File: src/rtl/cnt_pwm_gen_if.sv
// Duty-write handshake between a controller (master) and the PWM generator (slave).
interface cnt_pwm_gen_if #(
  parameter int unsigned WIDTH = 8
) ();
  logic             duty_valid;
  logic [WIDTH-1:0] duty_data;
  logic             duty_ready;

  modport master (
    output duty_valid,
    output duty_data,
    input  duty_ready
  );

  modport slave (
    input  duty_valid,
    input  duty_data,
    output duty_ready
  );
endinterface

File: src/rtl/cnt_pwm_gen.sv
// Single-channel PWM driven by an upstream free-running counter. Duty writes are
// shadowed and take effect at counter wrap; also reports wraps, periods and continuity errors.
module cnt_pwm_gen #(
  parameter int unsigned WIDTH = 8,
  parameter int unsigned PCW   = 16
) (
  input  logic                clock,
  input  logic                reset,
  input  logic [WIDTH-1:0]    cnt,
  input  logic                enable,
  cnt_pwm_gen_if.slave        duty_if,
  output logic                pwm,
  output logic                wrap,
  output logic [PCW-1:0]      period_count,
  output logic                seq_err
);

  localparam logic [WIDTH-1:0] CNT_MAX = '1;

  logic [WIDTH-1:0] cnt_q;
  logic             prev_valid;
  logic [WIDTH-1:0] duty_shadow;
  logic             pending;
  logic [WIDTH-1:0] duty_active;

  logic             wrap_det_c;
  logic             duty_ready_c;
  logic             accept_c;
  logic             load_c;
  logic [WIDTH-1:0] duty_eff_c;
  logic [WIDTH-1:0] cnt_next_c;
  logic             seq_break_c;

  // Wrap/handshake/continuity decode from the current sample and registered state
  always_comb begin
    wrap_det_c   = prev_valid && (cnt_q == CNT_MAX) && (cnt == '0);
    duty_ready_c = !pending && !reset;
    accept_c     = duty_if.duty_valid && duty_ready_c;
    load_c       = wrap_det_c && pending;
    duty_eff_c   = load_c ? duty_shadow : duty_active;
    cnt_next_c   = cnt_q + WIDTH'(1);
    seq_break_c  = prev_valid && (cnt != cnt_next_c);
  end

  assign duty_if.duty_ready = duty_ready_c;

  // Accept and load are mutually exclusive: accept needs !pending, load needs pending
  always_ff @(posedge clock) begin
    if (reset) begin
      cnt_q        <= '0;
      prev_valid   <= 1'b0;
      duty_shadow  <= '0;
      pending      <= 1'b0;
      duty_active  <= '0;
      pwm          <= 1'b0;
      wrap         <= 1'b0;
      period_count <= '0;
      seq_err      <= 1'b0;
    end else begin
      cnt_q      <= cnt;
      prev_valid <= 1'b1;
      if (accept_c) begin
        duty_shadow <= duty_if.duty_data;
        pending     <= 1'b1;
      end else if (load_c) begin
        duty_active <= duty_shadow;
        pending     <= 1'b0;
      end
      pwm  <= enable && (cnt < duty_eff_c);
      wrap <= wrap_det_c;
      if (wrap_det_c) begin
        period_count <= period_count + PCW'(1);
      end
      if (seq_break_c) begin
        seq_err <= 1'b1;
      end
    end
  end

endmodule

File: src/flat_wrapper.sv
// flat-port wrapper written by rule: the top's interface ports become plain ports
module cnt_pwm_gen_flat 
#(
  parameter int unsigned WIDTH = 8,
  parameter int unsigned PCW   = 16
)
  (clock, reset, cnt, enable, pwm, wrap, period_count, seq_err, duty_if_duty_valid, duty_if_duty_data, duty_if_duty_ready);
  cnt_pwm_gen_if #(.WIDTH(WIDTH)) duty_if_i ();
  input  logic clock;
  input  logic reset;
  input  logic [WIDTH-1:0] cnt;
  input  logic enable;
  output logic pwm;
  output logic wrap;
  output logic [PCW-1:0] period_count;
  output logic seq_err;
  input wire logic [$bits(duty_if_i.duty_valid)-1:0] duty_if_duty_valid;
  input wire logic [$bits(duty_if_i.duty_data)-1:0] duty_if_duty_data;
  output wire logic [$bits(duty_if_i.duty_ready)-1:0] duty_if_duty_ready;
  assign duty_if_i.duty_valid = duty_if_duty_valid;
  assign duty_if_i.duty_data = duty_if_duty_data;
  assign duty_if_duty_ready = duty_if_i.duty_ready;
  cnt_pwm_gen #(.WIDTH(WIDTH), .PCW(PCW)) u_core (.clock(clock), .reset(reset), .cnt(cnt), .enable(enable), .duty_if(duty_if_i), .pwm(pwm), .wrap(wrap), .period_count(period_count), .seq_err(seq_err));
endmodule
File: config.mk
export PLATFORM = sky130hd
export DESIGN_NAME = cnt_pwm_gen_flat
export DESIGN_NICKNAME = d
export VERILOG_FILES = /design/src/rtl/cnt_pwm_gen_if.sv /design/src/rtl/cnt_pwm_gen.sv /design/src/flat_wrapper.sv
export SDC_FILE = /design/constraint.sdc
export NUM_CORES = 1
export LEC_CHECK = 0
export ABC_AREA = 1
export CORE_MARGIN = 1.5
export CORE_UTILIZATION = 51
export CTS_CLUSTER_DIAMETER = 30
export DETAILED_ROUTE_END_ITERATION = 10
export DONT_BUFFER_PORTS = 1
export MAX_ROUTING_LAYER = met4
export PLACE_DENSITY = 0.65
export SLEW_MARGIN = 20
export SYNTH_ARGS = -nofsm -noshare
export SYNTH_HDL_FRONTEND = slang
export SYNTH_SLANG_ARGS = --single-unit
File: constraint.sdc
create_clock -name clock -period 4 [get_ports clock]
set_input_delay 0.8 -clock clock [delete_from_list [all_inputs] [get_ports clock]]
set_output_delay 0.8 -clock clock [all_outputs]
set_load 0.005 [all_outputs]
==> flow_summary.toml, run 1 <==
[synth]
synthMuxAreaShare_pct = 3.11
synth_top_family_by_area = "simple AND/OR/NAND/NOR gates"
synth_xor_area_share_pct = 8.01
ys_seq_elements = 45
syn_area_per_cell_um2 = 7.42
synth_top_cell_by_area = "dfxtp_1"
synth_top_area_share_pct = 40.0
yosys_warnings = 0
syn_nets = 332
synth_cell_types = 28
syn_area_um2 = 2250
syn_inst = 303
synth_compound_area_share_pct = 7.06
yosys.area_share.simple_pct = 30.4
synthAdderAreaFrac_pct = 5.01
synth_area_leaders = "dfxtp_1 40%, nand2_1 13%, nor2_1 6.5%"
synth-seq-area-share_pct = 40.0

[floorplan]
start_util_pct = 54.7
die_width_um = 69.4
die_h_um = 69.4
ios = 40
die_area_um2 = 4820
rows = 23
coreArea_um2 = 4120

[final_layout]
fin_cells = 354
antenna_cells = 0
final_area_um2 = 2370
nets = 332
drive_above_1_share_pct = 4.28
final_cell_mix = "75 x nand2_1, 45 x dfxtp_1, 39 x nor2_1"
final_common_cell = "nand2_1"
layout-area-overhead-vs-synth_pct = 5.28

[worst_setup_path]
start_kind = "register"
ff2ff_path_depth = 13
r2r_start = "u_core.cnt_q[0]$_SDFF_PP0_"
regToRegEndpoint = "u_core.pwm$_SDFF_PP0_"
reg2reg_slack_ns = 1.80
crit_path_end_kind = "register"
required_ns = 4.24
worstPathArrival_ns = 2.45
criticalPathCategory = "register to register"
cp_max_fo = 8

[sta]
final_max_slew_viol_count = 0
rsz0062_at_grt = "false"
finalCriticalPeriod_ns = 2.20
fin_worst_skew_ns = 0.0133
finalHoldViolCount = 0
relSlewSlack_pct = 48.9
fin_crit_sh_pct = 55.1
final.setup.tns_ns = 0
setup_viol = 0
fmax_mhz = 454
worst_pin_slew_ns = 0.763

[cts]
insertion_delay_ns = 0.31
h-tree-depth = 2
cts.root.buffer_cell = "clkbuf_8"
holdBufCountCts = 0
cts_tree = "done"
cts_resized = 0
cts_setup_buffers = 0
clock_sinks = 45
clk_path_buf_depth = 2
clk_pin_slew_ns = 0.08
cts_made_buffers = 5

[pwr]
p_leak_nw = 0.965
power_frac_comb_pct = 5.8
p_sw_share_pct = 23.4
cellInternalPower_w = 0.000603
power.total_w = 0.000787
p_switching_w = 0.000184
powerDensity_nw_per_um2 = 332
pwr-share-clk_pct = 34.5
ir_drop_uv = 252
power_frac_seq_pct = 59.7

[placement]
dpl.hpwl_um = 3340
gp_congestion = 0.915
io_buffers = 0
dp_cells = 346
place_area_um2 = 2290

[hold_path]
hold_class = "register to register"
whs_endpoint = "u_core.seq_err$_SDFFE_PP0P_"
hold_path_depth = 2
min_from = "u_core.seq_err$_SDFFE_PP0P_"

[routing]
drt_iter0_markers = 114
vias_per_cell = 5.24
vias = 1855
firstDrtPassIters = 4
drtAntennaViolNets = 0
drt-total-wl_um = 4550
post-route-drc-count = 0
wl_per_cell_um = 12.9

[global_routing]
grt_util_all_layers_pct = 20.9
grt_pass1_vias = 1726
grt_max_degree = 38
antenna_found_initial = 0
grt_pass1_wl_um = 8020
overflow = 0

[flow_run]
cap_violations = 0

[status]
status = "finished clean"
synth_stat cells:
library cell and number:
nand2_1 75, dfxtp_1 45, nor2_1 39, inv_1 30, a21oi_1 18, nand3_1 13
ha_1 9, o21ai_0 9, xnor2_1 9, xor2_1 9, nor3_1 8, mux2i_1 7
nand4_1 6, nor4_1 6, clkbuf_1 5, buf_1 2, nand3b_1 2, a21boi_0 1
a21oi_2 1, clkinv_1 1, nand2_2 1, nand3_4 1, nor2_2 1, nor2_4 1
nor3b_1 1, nor3b_2 1, o31ai_1 1, xnor3_1 1
worst max-delay path, cell delays in order, from the launching register on:
cell     delay (ns)
dfxtp_1        0.37
ha_1           0.20
nand2_1        0.07
nor2_2         0.15
nand2_1        0.12
nor2_4         0.15
nand3_4        0.16
mux2i_1        0.26
ha_1           0.29
nand2_1        0.08
inv_1          0.05
nand3_1        0.06
nand3_1        0.09
a21oi_2        0.10
power groups by stage:
stage               clock (W)  sequential, W  combinational (W)
global placement            0       0.000481          0.0000454
CTS                  0.000277       0.000470          0.0000466
floorplan                   0       0.000478          0.0000450
finish               0.000271       0.000470          0.0000458
detailed placement          0       0.000481          0.0000462
global route         0.000291       0.000472          0.0000554
kinds of logic after synthesis:
kind of cell,count (synthesis)
buffers and inverters,38
AND/OR/NAND/NOR,155
XOR/XNOR,19
AO/OA/AOI/OAI,30
multiplexers,7
flip-flops,45
adder cells (fa/ha/maj),9
how the worst max path moves through the flow:
| stage | startpoint | cells after the start | endpoint |
|---|---|---|---|
| finish | u_core.cnt_q[0]$_SDFF_PP0_ | 13 | u_core.pwm$_SDFF_PP0_ |
| global route | u_core.cnt_q[0]$_SDFF_PP0_ | 13 | u_core.pwm$_SDFF_PP0_ |
| CTS | u_core.cnt_q[0]$_SDFF_PP0_ | 13 | u_core.pwm$_SDFF_PP0_ |
| detailed placement | cnt[3] | 11 | u_core.pwm$_SDFF_PP0_ |
| global placement | cnt[3] | 11 | u_core.pwm$_SDFF_PP0_ |
| floorplan | reset | 3 | duty_if_duty_ready |
routing by layer:
layer	wire length [um]	vias to the layer above	GRT usage (%)	share of wire, %
met4	59	0	7.19	1.3
met1	2340	809	29.0	51
met3	279	7	4.51	6.1
li1	-	984	-	-
met5	0	-	-	0
met2	1880	55	30.2	41
state kept, by name, summed over array words and instances (netlist names):
signal,count
u_core.period_count,16
u_core.cnt_q,8
u_core.duty_active,8
u_core.duty_shadow,8
u_core.pending,1
u_core.prev_valid,1
u_core.pwm,1
u_core.seq_err,1
u_core.wrap,1
layout make-up:
type | count | area (um^2)
fillers | 408 | 1750
clock buffers | 6 | 72.6
well taps | 50 | 62.6
clock inverters | 2 | 10.0
multi-input cells | 220 | 1210
flip-flops and latches | 45 | 901
inverters | 31 | 116
through the flow:
step	utilization, %	worst slack, ns	hold slack, ns
after floorplan	-	1.76	0.439
after global placement	55.5	1.59	0.454
after detailed placement	55.5	1.52	0.453
after CTS	57.6	1.78	0.464
after global routing	57.6	1.53	0.500
final	57.6	1.80	0.462
(Power assumes the default switching activity.)
==> inputs of run 2 (changes only) <==
- clock period: 4 -> 2.3 ns (I/O delays scaled with it)
==> run 2 against run 1 <==
Maximum frequency is 4.0% higher. Clock skew is 0.0065 ns lower. Worst hold slack worse by 0.23 ns. Highest routed layer unchanged. Sequential share of layout area is 1.1 points lower. Total power is 91% higher. Via count is 0.75% lower. Sequential cell count stayed put. Cell area is 3.1% higher. Critical path depth stayed put. Largest cell class unchanged.
==> flow_summary.toml, run 2 (same netlist as run 1, synthesis figures left out) <==
[worst_setup_path]
crit_chain = "ha_1, nand2_1, nor2_2, nand2_1, nor2_4, nand3_4, mux2i_2, ha_1, nand2_1, inv_1, nand3_1, nand3_1, a21oi_2"
criticalPathCategory = "register to register"
start_kind = "register"
critPathSlowestCell = "dfxtp_2"
cp_common_cell = "nand2_1"
required_ns = 2.52
critical_path_buf_inv_count = 1
crit_family = "simple AND/OR/NAND/NOR gates"
cpPeakStageDelay_ns = 0.35
cp_max_fo = 8
worstPathArrival_ns = 2.34
crit_path_end_kind = "register"

[routing]
vias = 1841
drtAntennaViolNets = 0
wl_per_cell_um = 12.7
vias_per_cell = 5.16
firstDrtPassIters = 4
post-route-drc-count = 0
drt_iter0_markers = 119
drt-total-wl_um = 4520

[hold_path]
hold_class = "input port to register"

[floorplan]
die_h_um = 69.4
rows = 23
ios = 40
die_area_um2 = 4820
start_util_pct = 54.7
coreArea_um2 = 4120
die_width_um = 69.4

[cts]
clock_sinks = 45
cts.root.buffer_cell = "clkbuf_8"
clk_path_buf_depth = 2
cts_tree = "done"
clk_pin_slew_ns = 0.08
insertion_delay_ns = 0.29
cts_made_buffers = 5
h-tree-depth = 2

[global_routing]
grt_max_degree = 38
grt_pass1_vias = 1676
grt_pass1_wl_um = 7870
overflow = 0
grt_util_all_layers_pct = 20.4
antenna_found_initial = 0

[placement]
gp_congestion = 0.924
dpl.hpwl_um = 3330
io_buffers = 0

[sta]
fin_hold_ws_ns = 0.228
final.setup.tns_ns = 0
fmax_mhz = 472
finalHoldViolCount = 0
fin_crit_sh_pct = 92.1
rsz0062_at_grt = "false"
worst_pin_slew_ns = 0.791
fin_worst_skew_ns = 0.00679
final_max_slew_viol_count = 0
setup_viol = 0
relSlewSlack_pct = 47.0
finalCriticalPeriod_ns = 2.12

[final_layout]
fill_cells = 402
largest-register = "u_core.period_count"
largest_reg_flops = 16
final_common_cell = "nand2_1"
final_cell_mix = "75 x nand2_1, 44 x dfxtp_1, 39 x nor2_1"
nets = 335
antenna_cells = 0
layout-area-overhead-vs-synth_pct = 8.56
drive_above_1_share_pct = 6.19

[flow_run]
cap_violations = 0

[pwr]
powerDensity_nw_per_um2 = 617
p_leak_nw = 0.981
ir_drop_uv = 435

[status]
status = "finished clean"
## run 2: per-layer routing
layer,share of wire [%],track usage (%)
met1,54,29.8
met2,40,29.3
met3,6.2,4.65
met4,0.44,3.27
met5,0,-
## run 2: timing repair
item	4_1_cts	5_1_grt
resized for setup	0	4
setup buffers	0	1
hold buffers	0	0
endpoints found under the setup margin	0	1
## run 2: worst reg2reg max path: cells and delay by family, from the launching register on
family | cells | cell delay [ns]
muxes | 1 | 0.25
adders and majority gates | 2 | 0.45
and+or+nand+nor | 8 | 0.84
DFF | 1 | 0.35
buffers and inverters | 1 | 0.05
AOI/OAI and AO/OA | 1 | 0.11
## run 2: power breakdown
part           switching, W  internal [W]   total, W
Clock              0.000252      0.000354   0.000606
Sequential        0.0000162      0.000801   0.000817
Combinational     0.0000448     0.0000393  0.0000841
## run 2: area by class of cell
type	count	area [um^2]	share of cell area [%]
tap	50	62.6	2.56
inverter	31	116	4.76
timing repair buffer	3	22.5	0.922
clock buffer	7	86.3	3.53
sequential	45	902	36.9
clock inverter	1	30.0	1.23
multi-input combinational	220	1220	50.1
## run 2: worst paths after layout
path / from / to / slack (ns) / depth (start not counted)
max: u_core.cnt_q[0]$_SDFF_PP0_ / u_core.pwm$_SDFF_PP0_ / 0.18 / 13
min: reset / u_core.seq_err$_SDFFE_PP0P_ / 0.23 / 1
max reg2reg: u_core.cnt_q[0]$_SDFF_PP0_ / u_core.pwm$_SDFF_PP0_ / 0.18 / 13
min reg2reg: u_core.seq_err$_SDFFE_PP0P_ / u_core.seq_err$_SDFFE_PP0P_ / 0.47 / 2
## run 2: per-stage QoR
step           instances  utilization [%]  setup slack [ns]  power (W)  cell area, um^2
2_1_floorplan        303                -             0.348   0.000910             2250
3_3_place_gp         348             55.9             0.161   0.000917             2300
5_1_grt              357             59.3           0.00784    0.00157             2440
3_5_place_dp         348             55.9             0.140   0.000918             2300
4_1_cts              356             58.7             0.118    0.00152             2420
6_report             357             59.3             0.182    0.00151             2440
==> inputs of run 3 (changes only) <==
- clock period: 2.3 -> 2.7 ns (I/O delays scaled with it)
==> run 3 against run 2 <==
Clock skew decreased by 0.0013 ns. Worst hold slack improved by 0.078 ns. Sequential share of layout area increased by 1.0 points. Via count decreased by 0.98%. Maximum frequency decreased by 2.3%. Clock power decreased by 32%. Final cell count decreased by 1.1%. First-iteration DRC count increased by 9.2%. Highest routed layer unchanged. Critical path depth unchanged. Combinational power decreased by 18%. Utilization decreased by 1.7 points.
==> flow_summary.toml, run 3 (same netlist as run 1, synthesis figures left out) <==
[pwr]
powerDensity_nw_per_um2 = 497
power.total_w = 0.00118
p_leak_nw = 0.964
ir_drop_uv = 351

[final_layout]
final_cell_mix = "75 x nand2_1, 45 x dfxtp_1, 39 x nor2_1"
drive_above_1_share_pct = 3.96
final_core_util_pct = 57.6
nets = 332
seq_area_um2 = 901
antenna_cells = 0
final_common_cell = "nand2_1"
largest-register = "u_core.period_count"
fill_cells = 404
multiInputGateArea_um2 = 1210
final_area_um2 = 2370
largest_reg_flops = 16
layout-area-overhead-vs-synth_pct = 5.45

[hold_path]
whs_endpoint = "u_core.cnt_q[6]$_SDFF_PP0_"
min_from = "reset"
hold_class = "input port to register"
hold_path_depth = 1

[placement]
dpl.hpwl_um = 3350
gp_congestion = 0.909
place_area_um2 = 2290
io_buffers = 0

[cts]
cts_made_buffers = 5
clk_pin_slew_ns = 0.08
clock_sinks = 45
cts_setup_buffers = 0
holdBufCountCts = 0
clk_path_buf_depth = 2
h-tree-depth = 2
cts_tree = "done"
insertion_delay_ns = 0.29
cts_resized = 0
cts.root.buffer_cell = "clkbuf_8"

[floorplan]
die_h_um = 69.4
die_area_um2 = 4820
die_width_um = 69.4
rows = 23
coreArea_um2 = 4120
start_util_pct = 54.7
ios = 40

[routing]
drt_iter0_markers = 130
vias_per_cell = 5.16
firstDrtPassIters = 4
post-route-drc-count = 0
vias = 1823
drtAntennaViolNets = 0
drt-total-wl_um = 4480
wl_per_cell_um = 12.7

[global_routing]
grt_max_degree = 38
grt_util_all_layers_pct = 20.8
antenna_found_initial = 0
grt_pass1_wl_um = 7910
overflow = 0
grt_pass1_vias = 1726

[sta]
fin_worst_skew_ns = 0.00550
fin_hold_ws_ns = 0.306
worst_pin_slew_ns = 0.784
finalCriticalPeriod_ns = 2.17
final.setup.tns_ns = 0
final_max_slew_viol_count = 0
finalHoldViolCount = 0
rsz0062_at_grt = "false"
setup_viol = 0
fin_crit_sh_pct = 80.3
relSlewSlack_pct = 47.5
fmax_mhz = 461

[worst_setup_path]
criticalPathCategory = "register to register"
r2r_start = "u_core.cnt_q[0]$_SDFF_PP0_"
worstPathArrival_ns = 2.41
start_kind = "register"
regToRegEndpoint = "u_core.pwm$_SDFF_PP0_"
reg2reg_slack_ns = 0.53
cp_max_fo = 8
ff2ff_path_depth = 13
crit_path_end_kind = "register"
required_ns = 2.94

[status]
status = "finished clean"

[flow_run]
cap_violations = 0
[run 3: worst max-delay path by stage]
| stage | start | to | cells after the start |
|---|---|---|---|
| floorplan | cnt[3] | u_core.pwm$_SDFF_PP0_ | 11 |
| global placement | cnt[3] | u_core.pwm$_SDFF_PP0_ | 11 |
| detailed placement | cnt[3] | u_core.pwm$_SDFF_PP0_ | 11 |
| CTS | u_core.cnt_q[0]$_SDFF_PP0_ | u_core.pwm$_SDFF_PP0_ | 13 |
| global route | u_core.cnt_q[0]$_SDFF_PP0_ | u_core.pwm$_SDFF_PP0_ | 13 |
| finish | u_core.cnt_q[0]$_SDFF_PP0_ | u_core.pwm$_SDFF_PP0_ | 13 |
[run 3: cell type report]
cell class                 instances  area share (%)
clock buffer                       7            3.64
inverter                          31            4.91
multi-input combinational        220            50.8
sequential                        45            38.0
tap                               50            2.64
[run 3: worst max-delay path: stages (launching register included)]
cell and delay, ns:
dfxtp_1 0.38, ha_1 0.21, nand2_1 0.07, nor2_2 0.14
nand2_1 0.11, nor2_4 0.13, nand3_4 0.16, mux2i_1 0.25
ha_1 0.28, nand2_1 0.08, inv_1 0.05, nand3_1 0.06
nand3_1 0.09, a21oi_2 0.10
[run 3: power breakdown]
group | switching, W | internal (W) | total (W)
Combinational | 0.0000365 | 0.0000322 | 0.0000687
Sequential | 0.0000143 | 0.000682 | 0.000697
Clock | 0.000211 | 0.000203 | 0.000414
[run 3: metal layers]
metal  part of all wire (%)  global-route usage (%)  vias up
met5                      0                       -        -
met4                    1.2                    6.10        0
met3                    6.4                    5.09        5
met2                     40                    30.6       53
met1                     52                    28.4      786
li1                       -                       -      979
[run 3: through the flow]
step	setup slack [ns]	cells
after global routing	0.285	353
after detailed placement	0.502	346
final	0.533	353
after global placement	0.545	346
after CTS	0.496	353
after floorplan	0.718	303
